===== src/rtl/mem_arb_pkg.sv =====
// mem_arb_pkg: shared types and helpers for the memory port arbiter.
// Holds the FSM state encoding and the streak counter width function.
package mem_arb_pkg;

    typedef enum logic [1:0] {
        IDLE      = 2'd0,
        INST_BUSY = 2'd1,
        DATA_BUSY = 2'd2
    } arb_state_e;

    function automatic int streak_width(input int max_streak);
        return $clog2(max_streak + 1);
    endfunction

endpackage


===== src/rtl/mem_port_arbiter_if.sv =====
// mem_port_arbiter_if: single-outstanding request/ack bus to memory.
// master = arbiter side, slave = memory side.
interface mem_port_arbiter_if #(
    parameter int ADDR_WIDTH = 32,
    parameter int DATA_WIDTH = 32
);

    logic                  mem_req;
    logic                  mem_we;
    logic [ADDR_WIDTH-1:0] mem_addr;
    logic [DATA_WIDTH-1:0] mem_wdata;
    logic                  mem_ack;
    logic [DATA_WIDTH-1:0] mem_rdata;

    modport master (
        output mem_req,
        output mem_we,
        output mem_addr,
        output mem_wdata,
        input  mem_ack,
        input  mem_rdata
    );

    modport slave (
        input  mem_req,
        input  mem_we,
        input  mem_addr,
        input  mem_wdata,
        output mem_ack,
        output mem_rdata
    );

endinterface


===== src/rtl/mem_arb_streak_ctr.sv =====
// mem_arb_streak_ctr: saturating count of data grants made while a fetch waits.
// full tells the arbiter the fetch must win the next contested slot.
module mem_arb_streak_ctr
    import mem_arb_pkg::*;
#(
    parameter int MAX_COUNT = 4,
    parameter int WIDTH     = streak_width(MAX_COUNT)
) (
    input  logic clk,
    input  logic rst_n,
    input  logic inc,
    input  logic clr,
    output logic full
);

    localparam logic [WIDTH-1:0] MAX_V = WIDTH'(MAX_COUNT);

    logic [WIDTH-1:0] count;

    assign full = (count == MAX_V);

    // Clear wins over increment; increments stop at the ceiling.
    always_ff @(posedge clk) begin
        if (!rst_n) begin
            count <= '0;
        end else if (clr) begin
            count <= '0;
        end else if (inc && !full) begin
            count <= count + 1'b1;
        end
    end

endmodule


===== src/rtl/mem_port_arbiter.sv =====
// mem_port_arbiter: shares one memory port between fetch and load/store.
// Data has priority, bounded by a streak limit so fetches cannot starve.
module mem_port_arbiter
    import mem_arb_pkg::*;
#(
    parameter int ADDR_WIDTH      = 32,
    parameter int DATA_WIDTH      = 32,
    parameter int MAX_DATA_STREAK = 4
) (
    input  logic                  clk,
    input  logic                  rst_n,
    input  logic                  inst_req,
    input  logic [ADDR_WIDTH-1:0] inst_addr,
    input  logic                  inst_flush,
    output logic                  inst_valid,
    output logic [DATA_WIDTH-1:0] inst_rdata,
    input  logic                  data_req,
    input  logic                  data_we,
    input  logic [ADDR_WIDTH-1:0] data_addr,
    input  logic [DATA_WIDTH-1:0] data_wdata,
    output logic                  data_valid,
    output logic [DATA_WIDTH-1:0] data_rdata,
    mem_port_arbiter_if.master    mem
);

    arb_state_e state_q;
    arb_state_e state_d;
    logic       grant_inst;
    logic       grant_data;
    logic       fetch_ok;
    logic       streak_full;
    logic       drop_q;
    logic       inst_done;
    logic       data_done;

    // A fetch flushed in its request cycle is never granted.
    assign fetch_ok  = inst_req && !inst_flush;
    assign inst_done = (state_q == INST_BUSY) && mem.mem_ack;
    assign data_done = (state_q == DATA_BUSY) && mem.mem_ack;

    mem_arb_streak_ctr #(
        .MAX_COUNT (MAX_DATA_STREAK)
    ) u_streak (
        .clk   (clk),
        .rst_n (rst_n),
        .inc   (grant_data && inst_req),
        .clr   (grant_inst),
        .full  (streak_full)
    );

    // State register.
    always_ff @(posedge clk) begin
        if (!rst_n) begin
            state_q <= IDLE;
        end else begin
            state_q <= state_d;
        end
    end

    // Grant decision and next state; grants only leave IDLE.
    always_comb begin
        state_d    = state_q;
        grant_inst = 1'b0;
        grant_data = 1'b0;
        unique case (state_q)
            IDLE: begin
                if (data_req && !(fetch_ok && streak_full)) begin
                    grant_data = 1'b1;
                    state_d    = DATA_BUSY;
                end else if (fetch_ok) begin
                    grant_inst = 1'b1;
                    state_d    = INST_BUSY;
                end
            end
            INST_BUSY, DATA_BUSY: begin
                if (mem.mem_ack) begin
                    state_d = IDLE;
                end
            end
            default: state_d = IDLE;
        endcase
    end

    // Remember a redirect seen while the fetch is still in flight.
    always_ff @(posedge clk) begin
        if (!rst_n) begin
            drop_q <= 1'b0;
        end else if (state_q != INST_BUSY || mem.mem_ack) begin
            drop_q <= 1'b0;
        end else if (inst_flush) begin
            drop_q <= 1'b1;
        end
    end

    // Latch the granted request onto the bus and return completions.
    always_ff @(posedge clk) begin
        if (!rst_n) begin
            mem.mem_req   <= 1'b0;
            mem.mem_we    <= 1'b0;
            mem.mem_addr  <= '0;
            mem.mem_wdata <= '0;
            inst_valid    <= 1'b0;
            inst_rdata    <= '0;
            data_valid    <= 1'b0;
            data_rdata    <= '0;
        end else begin
            inst_valid <= 1'b0;
            data_valid <= 1'b0;
            if (grant_data) begin
                mem.mem_req   <= 1'b1;
                mem.mem_we    <= data_we;
                mem.mem_addr  <= data_addr;
                mem.mem_wdata <= data_wdata;
            end else if (grant_inst) begin
                mem.mem_req  <= 1'b1;
                mem.mem_we   <= 1'b0;
                mem.mem_addr <= inst_addr;
            end else if (inst_done || data_done) begin
                mem.mem_req <= 1'b0;
            end
            if (inst_done && !drop_q && !inst_flush) begin
                inst_valid <= 1'b1;
                inst_rdata <= mem.mem_rdata;
            end
            if (data_done) begin
                data_valid <= 1'b1;
                if (!mem.mem_we) begin
                    data_rdata <= mem.mem_rdata;
                end
            end
        end
    end

endmodule


===== src/flat_wrapper.sv =====
// flat-port wrapper written by rule: the top's interface ports become plain ports
module mem_port_arbiter_flat import mem_arb_pkg::*;
#(
    parameter int ADDR_WIDTH      = 32,
    parameter int DATA_WIDTH      = 32,
    parameter int MAX_DATA_STREAK = 4
)
  (clk, rst_n, inst_req, inst_addr, inst_flush, inst_valid, inst_rdata, data_req, data_we, data_addr, data_wdata, data_valid, data_rdata, mem_mem_req, mem_mem_we, mem_mem_addr, mem_mem_wdata, mem_mem_ack, mem_mem_rdata);
  mem_port_arbiter_if #(.ADDR_WIDTH(ADDR_WIDTH), .DATA_WIDTH(DATA_WIDTH)) mem_i ();
  input  logic clk;
  input  logic rst_n;
  input  logic inst_req;
  input  logic [ADDR_WIDTH-1:0] inst_addr;
  input  logic inst_flush;
  output logic inst_valid;
  output logic [DATA_WIDTH-1:0] inst_rdata;
  input  logic data_req;
  input  logic data_we;
  input  logic [ADDR_WIDTH-1:0] data_addr;
  input  logic [DATA_WIDTH-1:0] data_wdata;
  output logic data_valid;
  output logic [DATA_WIDTH-1:0] data_rdata;
  output wire logic [$bits(mem_i.mem_req)-1:0] mem_mem_req;
  output wire logic [$bits(mem_i.mem_we)-1:0] mem_mem_we;
  output wire logic [$bits(mem_i.mem_addr)-1:0] mem_mem_addr;
  output wire logic [$bits(mem_i.mem_wdata)-1:0] mem_mem_wdata;
  input wire logic [$bits(mem_i.mem_ack)-1:0] mem_mem_ack;
  input wire logic [$bits(mem_i.mem_rdata)-1:0] mem_mem_rdata;
  assign mem_mem_req = mem_i.mem_req;
  assign mem_mem_we = mem_i.mem_we;
  assign mem_mem_addr = mem_i.mem_addr;
  assign mem_mem_wdata = mem_i.mem_wdata;
  assign mem_i.mem_ack = mem_mem_ack;
  assign mem_i.mem_rdata = mem_mem_rdata;
  mem_port_arbiter #(.ADDR_WIDTH(ADDR_WIDTH), .DATA_WIDTH(DATA_WIDTH), .MAX_DATA_STREAK(MAX_DATA_STREAK)) u_core (.clk(clk), .rst_n(rst_n), .inst_req(inst_req), .inst_addr(inst_addr), .inst_flush(inst_flush), .inst_valid(inst_valid), .inst_rdata(inst_rdata), .data_req(data_req), .data_we(data_we), .data_addr(data_addr), .data_wdata(data_wdata), .data_valid(data_valid), .data_rdata(data_rdata), .mem(mem_i));
endmodule

===== config.mk =====
export PLATFORM = sky130hd
export DESIGN_NAME = mem_port_arbiter_flat
export DESIGN_NICKNAME = d
export VERILOG_FILES = /design/src/rtl/mem_arb_pkg.sv /design/src/rtl/mem_port_arbiter_if.sv /design/src/rtl/mem_arb_streak_ctr.sv /design/src/rtl/mem_port_arbiter.sv /design/src/flat_wrapper.sv
export SDC_FILE = /design/constraint.sdc
export NUM_CORES = 1
export LEC_CHECK = 0
export CAP_MARGIN = 30
export CORE_MARGIN = 5
export CORE_UTILIZATION = 50
export DETAILED_ROUTE_END_ITERATION = 10
export DONT_BUFFER_PORTS = 1
export GPL_TIMING_DRIVEN = 0
export PLACE_DENSITY_LB_ADDON = 0.08
export SLEW_MARGIN = 20
export SYNTH_ARGS = -nofsm -noshare
export SYNTH_HDL_FRONTEND = slang
export SYNTH_HIERARCHICAL = 1
export SYNTH_SLANG_ARGS = --single-unit

===== constraint.sdc =====
create_clock -name clk -period 1.9 [get_ports clk]
set_input_delay 0.095 -clock clk [delete_from_list [all_inputs] [get_ports clk]]
set_output_delay 0.095 -clock clk [all_outputs]
set_load 0.005 [all_outputs]

==> results by group, run 1 <==
Outcome
  • Status: complete, no violations

Detailed routing
  • DRT iter0 DRCs: 382
  • Remaining DRCs: 0
  • Via density: 5.359
  • DR vias: 5209
  • Total Wirelength: 17.45 mm
  • WL per Instance: 17.95 um
  • DRT Pass-1 Iters: 5
  • Remaining antenna violation count after routing: 0

Synthesis
  • Synthesized net count: 797
  • Sequential element share of the synthesized area: 50.47%
  • Synth Register Bits: 138
  • Count of distinct cell types in the synthesized netlist: 32
  • Mapped Avg Cell Area: 8.332 um^2
  • Post-Syn Instances: 657
  • Post-Syn Area: 5474 um^2
  • Syn. warnings: 6

Cells and area
  • Most frequent cells in the layout: nand2_1, dfxtp_1, dlygate4sd3_1
  • Commonest non-fill, non-tap cell in the layout: nand2_1
  • Layout Utilization: 71.04%
  • Fill cell count: 788
  • Share of layout cells above drive strength 1: 10.11%
  • Final Net Count: 958
  • Syn-to-layout area delta: 40.07%

GRT
  • Met3 global-route usage: 9.937%
  • Total GRT Usage: 26.16%
  • Largest net degree at the start of global routing: 17
  • Vias in the first global route: 5335
  • Grt ovf: 0
  • Grt met1 use: 28.59%
  • Initial antenna violation count: 1
  • First-pass GRT wire length: 27.08 mm
  • Busiest grt layer: met2
  • Grt met2 use: 44.47%

Placed design
  • DP HPWL: 11.72 mm
  • Port Buffers: 0
  • Placer Congestion: 0.8212

Floorplan
  • Initial Utilization: 50.72%
  • Top-level I/O count: 267
  • Core area: 10790 um^2
  • Die Wd: 114.6 um
  • Core Rows: 38
  • Die Ht: 114.6 um
  • Die Area: 13140 um^2

Critical path
  • Critical R2R Capture: u_core/mem.mem_addr[23]
  • Startpoint type of the worst setup path: flop
  • Crit Reg-Reg Startpoint: u_core/u_streak/count[1]
  • Reg2Reg Depth: 11
  • Crit path max fanout: 4
  • Critical Path RT: 2.29 ns
  • Worst setup path class: reg2reg
  • Setup crit end kind: flop
  • Critical Path Max Stage Delay: 0.33 ns
  • Worst path cell trace: inv_1, ha_2, and2_4, nand3b_1, and3_4, buf_8, buf_4, buf_4, buf_4, nand2_1, a31oi_1
  • CP max-delay cell: dfxtp_2
  • Crit path from: u_core/u_streak/count[1]
  • Most common cell on crit path: buf_4
  • R2R setup slack: 0.12 ns
  • WP data arrival: 2.18 ns

Job
  • Max Cap Violations: 0

Clock tree
  • Skew-Pair Late Insertion Delay: 0.52 ns
  • Clock transition at path regs: 0.06 ns
  • CTS HTree Levels: 4
  • Total CTS buffers: 17
  • TritonCTS clock tree: done
  • CTS Sinks: 138
  • Max Root-Sink Buffers: 2
  • Clock Tree Root: clkbuf_8

Min path
  • Worst hold path type: in2reg
  • Hold Path Cell Cnt: 4
  • Hold path endpoint: u_core/mem.mem_wdata[28]
  • Hold_sp: data_req

Pwr
  • Cell Pwr Density: 963.3 nW/um^2
  • Static leakage: 2.933 nW
  • Worst vdd ir: 0.5764 mV
  • Total Power: 7.386 mW

STA
  • Least-Margin Pin Slew: 0.4995 ns
  • Final Skew: 0.007547 ns
  • Final hold vios: 0
  • Setup violators final: 0
  • Tcrit/Tclk final: 93.93%
  • Slew margin rel.: 66.70%
  • Tmin final: 1.785 ns
  • Fmax: 560.3 MHz
  • Fin. max-slew vios: 0
[metrics by stage]
step                hold WS (ns)  std cells  setup TNS [ns]  instance area [um^2]  worst slack (ns)
floorplan                 0.1718        657               0                  5478           0.01560
global placement          0.1763        797         -0.3439                  5653           -0.1390
detailed placement        0.1812        797         -0.5817                  5653           -0.2451
CTS                     0.002209        966               0                  7625          0.003365
global route             0.04624        972       -0.003874                  7667         -0.003874
finish                   0.02380        972               0                  7667            0.1153
[cell families after synthesis]
logic type | count (synthesis) | share of synthesized area, %
buffers and inverters | 55 | 6.012
AOI/OAI and AO/OA | 170 | 20.89
and+or+nand+nor | 287 | 21.12
DFF | 138 | 50.47
adders and majority gates | 5 | 1.143
muxes | 2 | 0.3657
[worst max-delay path, delay by kind of cell, from the launching register on]
| family | cells | cell delay [ns] |
|---|---|---|
| simple gates | 4 | 0.51 |
| fa+ha+maj | 1 | 0.17 |
| compound gates | 1 | 0.09 |
| buf+inv | 5 | 0.56 |
| flops | 1 | 0.33 |
[layout make-up]
cell class              count  area [um^2]  share of cell area (%)
diodes                      1        2.502                 0.03264
plain buffers              49        302.8                   3.949
clock buffers              19        441.7                   5.760
clock inverters            13        143.9                   1.877
inverters                   5        18.77                  0.2448
multi-input cells         464         2406                   31.38
flip-flops and latches    138         2765                   36.06
well taps                 140        175.2                   2.285
repair buffers            143         1411                   18.41
[worst max-delay path by stage]
| stage | depth (start not counted) | slack (ns) | to |
|---|---|---|---|
| 6_report | 11 | 0.12 | u_core/mem.mem_addr[23] |
| 3_3_place_gp | 10 | -0.14 | u_core/u_streak/count[0] |
| 2_1_floorplan | 10 | 0.02 | u_core/u_streak/count[0] |
| 4_1_cts | 10 | 0.003 | u_core/u_streak/count[1] |
| 3_5_place_dp | 10 | -0.25 | u_core/u_streak/count[1] |
| 5_1_grt | 9 | -0.004 | u_core/u_streak/count[1] |
[cells in the mapped netlist (all sizes together)]
| master | n | area [um^2] |
|---|---|---|
| a31oi | 32 | 200.2 |
| nor2b | 2 | 12.51 |
| nor4b | 1 | 15.01 |
| o22ai | 2 | 12.51 |
| buf | 34 | 250.2 |
| mux2i | 2 | 20.02 |
| nand2 | 261 | 979.7 |
| inv | 5 | 18.77 |
| nand3 | 3 | 15.01 |
| and2b | 1 | 10.01 |
| or3b | 1 | 8.760 |
| o21a | 1 | 7.510 |
| nand2b | 2 | 12.51 |
| and4b | 1 | 10.01 |
| dfxtp | 138 | 2763 |
| a22oi | 1 | 7.510 |
| a21boi | 98 | 735.7 |
| a21oi | 2 | 10.01 |
| ha | 5 | 62.56 |
| clkbuf | 16 | 60.06 |
| and3 | 3 | 18.77 |
| nor2 | 3 | 13.77 |
| and2 | 3 | 18.77 |
| o21ai | 34 | 170.2 |
| or2 | 1 | 6.260 |
| nor3 | 1 | 5.000 |
| nand3b | 4 | 30.03 |
[per-layer routing]
layer	share of wire [%]	wire, um
met2	50	8783
met5	0	0
met1	37	6431
met3	9.6	1679
met4	3.2	552
[where the power goes]
group	switching (mW)	internal, mW	total, mW
registers	0.163	3.08	3.24
clock network	1.26	1.94	3.20
logic	0.472	0.471	0.944
total	1.89	5.49	7.39
[sequential cells by signal, summed over array words and instances, names as in the netlist]
signal	flops
u_core/mem.mem_wdata	32
u_core/mem.mem_we	1
u_core/data_rdata	32
u_core/mem.mem_req	1
u_core/data_valid	1
u_core/state_q	2
u_core/inst_valid	1
u_core/u_streak/count	3
u_core/drop_q	1
u_core/inst_rdata	32
u_core/mem.mem_addr	32
[what timing repair did]
| item | 4_1_cts | 5_1_grt |
|---|---|---|
| buffers inserted | 2 | 6 |
| setup endpoints to repair | 3 | 14 |
| hold endpoints to repair | 137 | 0 |
| resized for setup | 6 | 3 |
| hold buffers | 135 | 0 |
| pin swaps | 1 | 3 |
(Power assumes the default switching activity.)
==> inputs of run 2 (changes only) <==
MAX_ROUTING_LAYER = met4   (was default)
==> results by group, run 2 (synthesis results as in run 1) <==
Min path
  • Worst hold path type: in2reg
  • Hold Path Cell Cnt: 4 (unchanged)

Outcome
  • Status: complete, no violations

Cells and area
  • Share of layout cells above drive strength 1: 10.11% (unchanged)
  • Most frequent cells in the layout: nand2_1, dfxtp_1, dlygate4sd3_1
  • Fill cell count: 788 (unchanged)
  • Layout Utilization: 71.04% (unchanged)
  • Commonest non-fill, non-tap cell in the layout: nand2_1
  • Final instance area: 7667 um^2 (unchanged)
  • Syn-to-layout area delta: 40.07% (unchanged)
  • Final Net Count: 958 (unchanged)
  • Fin cells: 972 (unchanged)

GRT
  • Initial antenna violation count: 1 (unchanged)
  • First-pass GRT wire length: 27.01 mm (-0.25%)
  • Vias in the first global route: 5348 (+0.24%)
  • Largest net degree at the start of global routing: 17 (unchanged)
  • Grt ovf: 0 (unchanged)
  • Total GRT Usage: 26.87% (+0.70 points)

Detailed routing
  • DRT iter0 DRCs: 384 (+0.52%)
  • WL per Instance: 17.99 um (+0.24%)
  • DR vias: 5209 (unchanged)
  • Remaining DRCs: 0 (unchanged)
  • Via density: 5.359 (unchanged)
  • Remaining antenna violation count after routing: 0 (unchanged)
  • Total Wirelength: 17.49 mm (+0.24%)
  • DRT Pass-1 Iters: 5 (unchanged)

Clock tree
  • Max Root-Sink Buffers: 2 (unchanged)
  • CTS HTree Levels: 4 (unchanged)
  • Skew-Pair Late Insertion Delay: 0.51 ns (about the same)
  • Clock Tree Root: clkbuf_8
  • TritonCTS clock tree: done
  • Clock transition at path regs: 0.06 ns (about the same)
  • CTS Sinks: 138 (unchanged)
  • Total CTS buffers: 17 (unchanged)

Floorplan
  • Top-level I/O count: 267 (unchanged)
  • Die Wd: 114.6 um (unchanged)
  • Initial Utilization: 50.72% (unchanged)
  • Core area: 10790 um^2 (unchanged)
  • Core Rows: 38 (unchanged)
  • Die Area: 13140 um^2 (unchanged)
  • Die Ht: 114.6 um (unchanged)

STA
  • Fmax: 562.7 MHz (+0.43%)
  • Tmin final: 1.777 ns (-0.007578 ns)
  • Tcrit/Tclk final: 93.53% (-0.40 points)
  • Fin. max-slew vios: 0 (unchanged)
  • Setup violators final: 0 (unchanged)
  • Final Skew: 0.007120 ns (-0.0004270 ns)
  • Final hold vios: 0 (unchanged)
  • Least-Margin Pin Slew: 0.4982 ns (-0.001218 ns)
  • Hold slack: 0.04384 ns (+0.02004 ns)
  • Fin Setup TNS: 0 ns (unchanged)
  • Slew margin rel.: 66.78% (+0.081 points)
  • Worst setup margin: 0.1229 ns (+0.007578 ns)

Pwr
  • Total Power: 7.384 mW (about the same)
  • Worst vdd ir: 0.5748 mV (-0.28%)
  • Static leakage: 2.933 nW (unchanged)
  • Cell Pwr Density: 963.0 nW/um^2 (about the same)

Critical path
  • Critical R2R Capture: u_core/u_streak/count[1]
  • Crit path max fanout: 4 (unchanged)
  • Critical Path RT: 2.34 ns (+0.05 ns)
  • Crit path from: u_core/u_streak/count[0]
  • WP data arrival: 2.21 ns (+0.03 ns)
  • Startpoint type of the worst setup path: flop
  • Crit Reg-Reg Startpoint: u_core/u_streak/count[0]
  • Setup crit end kind: flop
  • R2R setup slack: 0.12 ns (about the same)
  • Worst setup path class: reg2reg
  • Critical Path End: u_core/u_streak/count[1]
  • Reg2Reg Depth: 9 (-2)

Placed design
  • DP HPWL: 11.72 mm (unchanged)
  • Placed cells: 797 (unchanged)
  • Placer Congestion: 0.8335 (+1.5%)
  • Worst slack, placed: -0.2451 ns (unchanged)
  • Port Buffers: 0 (unchanged)
  • Post-placement cell area: 5653 um^2 (unchanged)

Job
  • Max Cap Violations: 0 (unchanged)
-- run 2: cell counts in the layout (fill, tap and decap cells not counted) --
No cell type changed its count.
-- run 2: worst min path at each step --
stage | start | to
after floorplan | mem_mem_ack | u_core/drop_q
after global placement | mem_mem_ack | u_core/drop_q
after detailed placement | mem_mem_ack | u_core/drop_q
after CTS | data_req | u_core/mem.mem_wdata[28]
after global routing | mem_mem_ack | u_core/inst_rdata[0]
final | mem_mem_ack | u_core/inst_rdata[0]
-- run 2: power by group --
part | leakage (nW) | internal, mW | total [mW] | switching [mW]
sequential | 1.13 | 3.08 | 3.24 | 0.162
clock | 0.265 | 1.94 | 3.20 | 1.26
combinational | 1.54 | 0.471 | 0.946 | 0.474
total | 2.93 | 5.49 | 7.38 | 1.89
-- run 2: repair_timing --
| action | CTS | global route |
|---|---|---|
| buffers inserted | 2 | 6 |
| endpoints found under the hold margin | 137 | 0 |
| hold buffers | 135 | 0 |
| pin swaps | 1 | 3 |
| endpoints found under the setup margin | 3 | 15 |
| cloned | 0 | 0 |
| gates resized for setup | 6 | 3 |
-- run 2: final cells by class --
cell class	instances	area (um^2)	area share (%)
antenna	1	2.502	0.03264
buffer	49	302.8	3.949
clock buffer	19	441.7	5.760
clock inverter	13	143.9	1.877
inverter	5	18.77	0.2448
multi-input combinational	464	2406	31.38
sequential	138	2765	36.06
tap	140	175.2	2.285
timing repair buffer	143	1411	18.41
-- run 2: per-layer routing --
layer / up-vias / wire [um] / track usage (%)
met2: 261 / 8799 / 44.43
met5: - / 0 / -
li1: 2504 / - / -
met4: 0 / 546 / 12.67
met3: 48 / 1652 / 9.514
met1: 2396 / 6490 / 28.69
-- run 2: worst max-delay path, cell delays in order, from the launching register on --
cell	delay, ns
dfxtp_2	0.35
inv_2	0.04
ha_2	0.18
and2_4	0.16
nand3b_1	0.10
and3_4	0.23
buf_8	0.11
and2_4	0.14
a21boi_4	0.19
mux2i_1	0.21
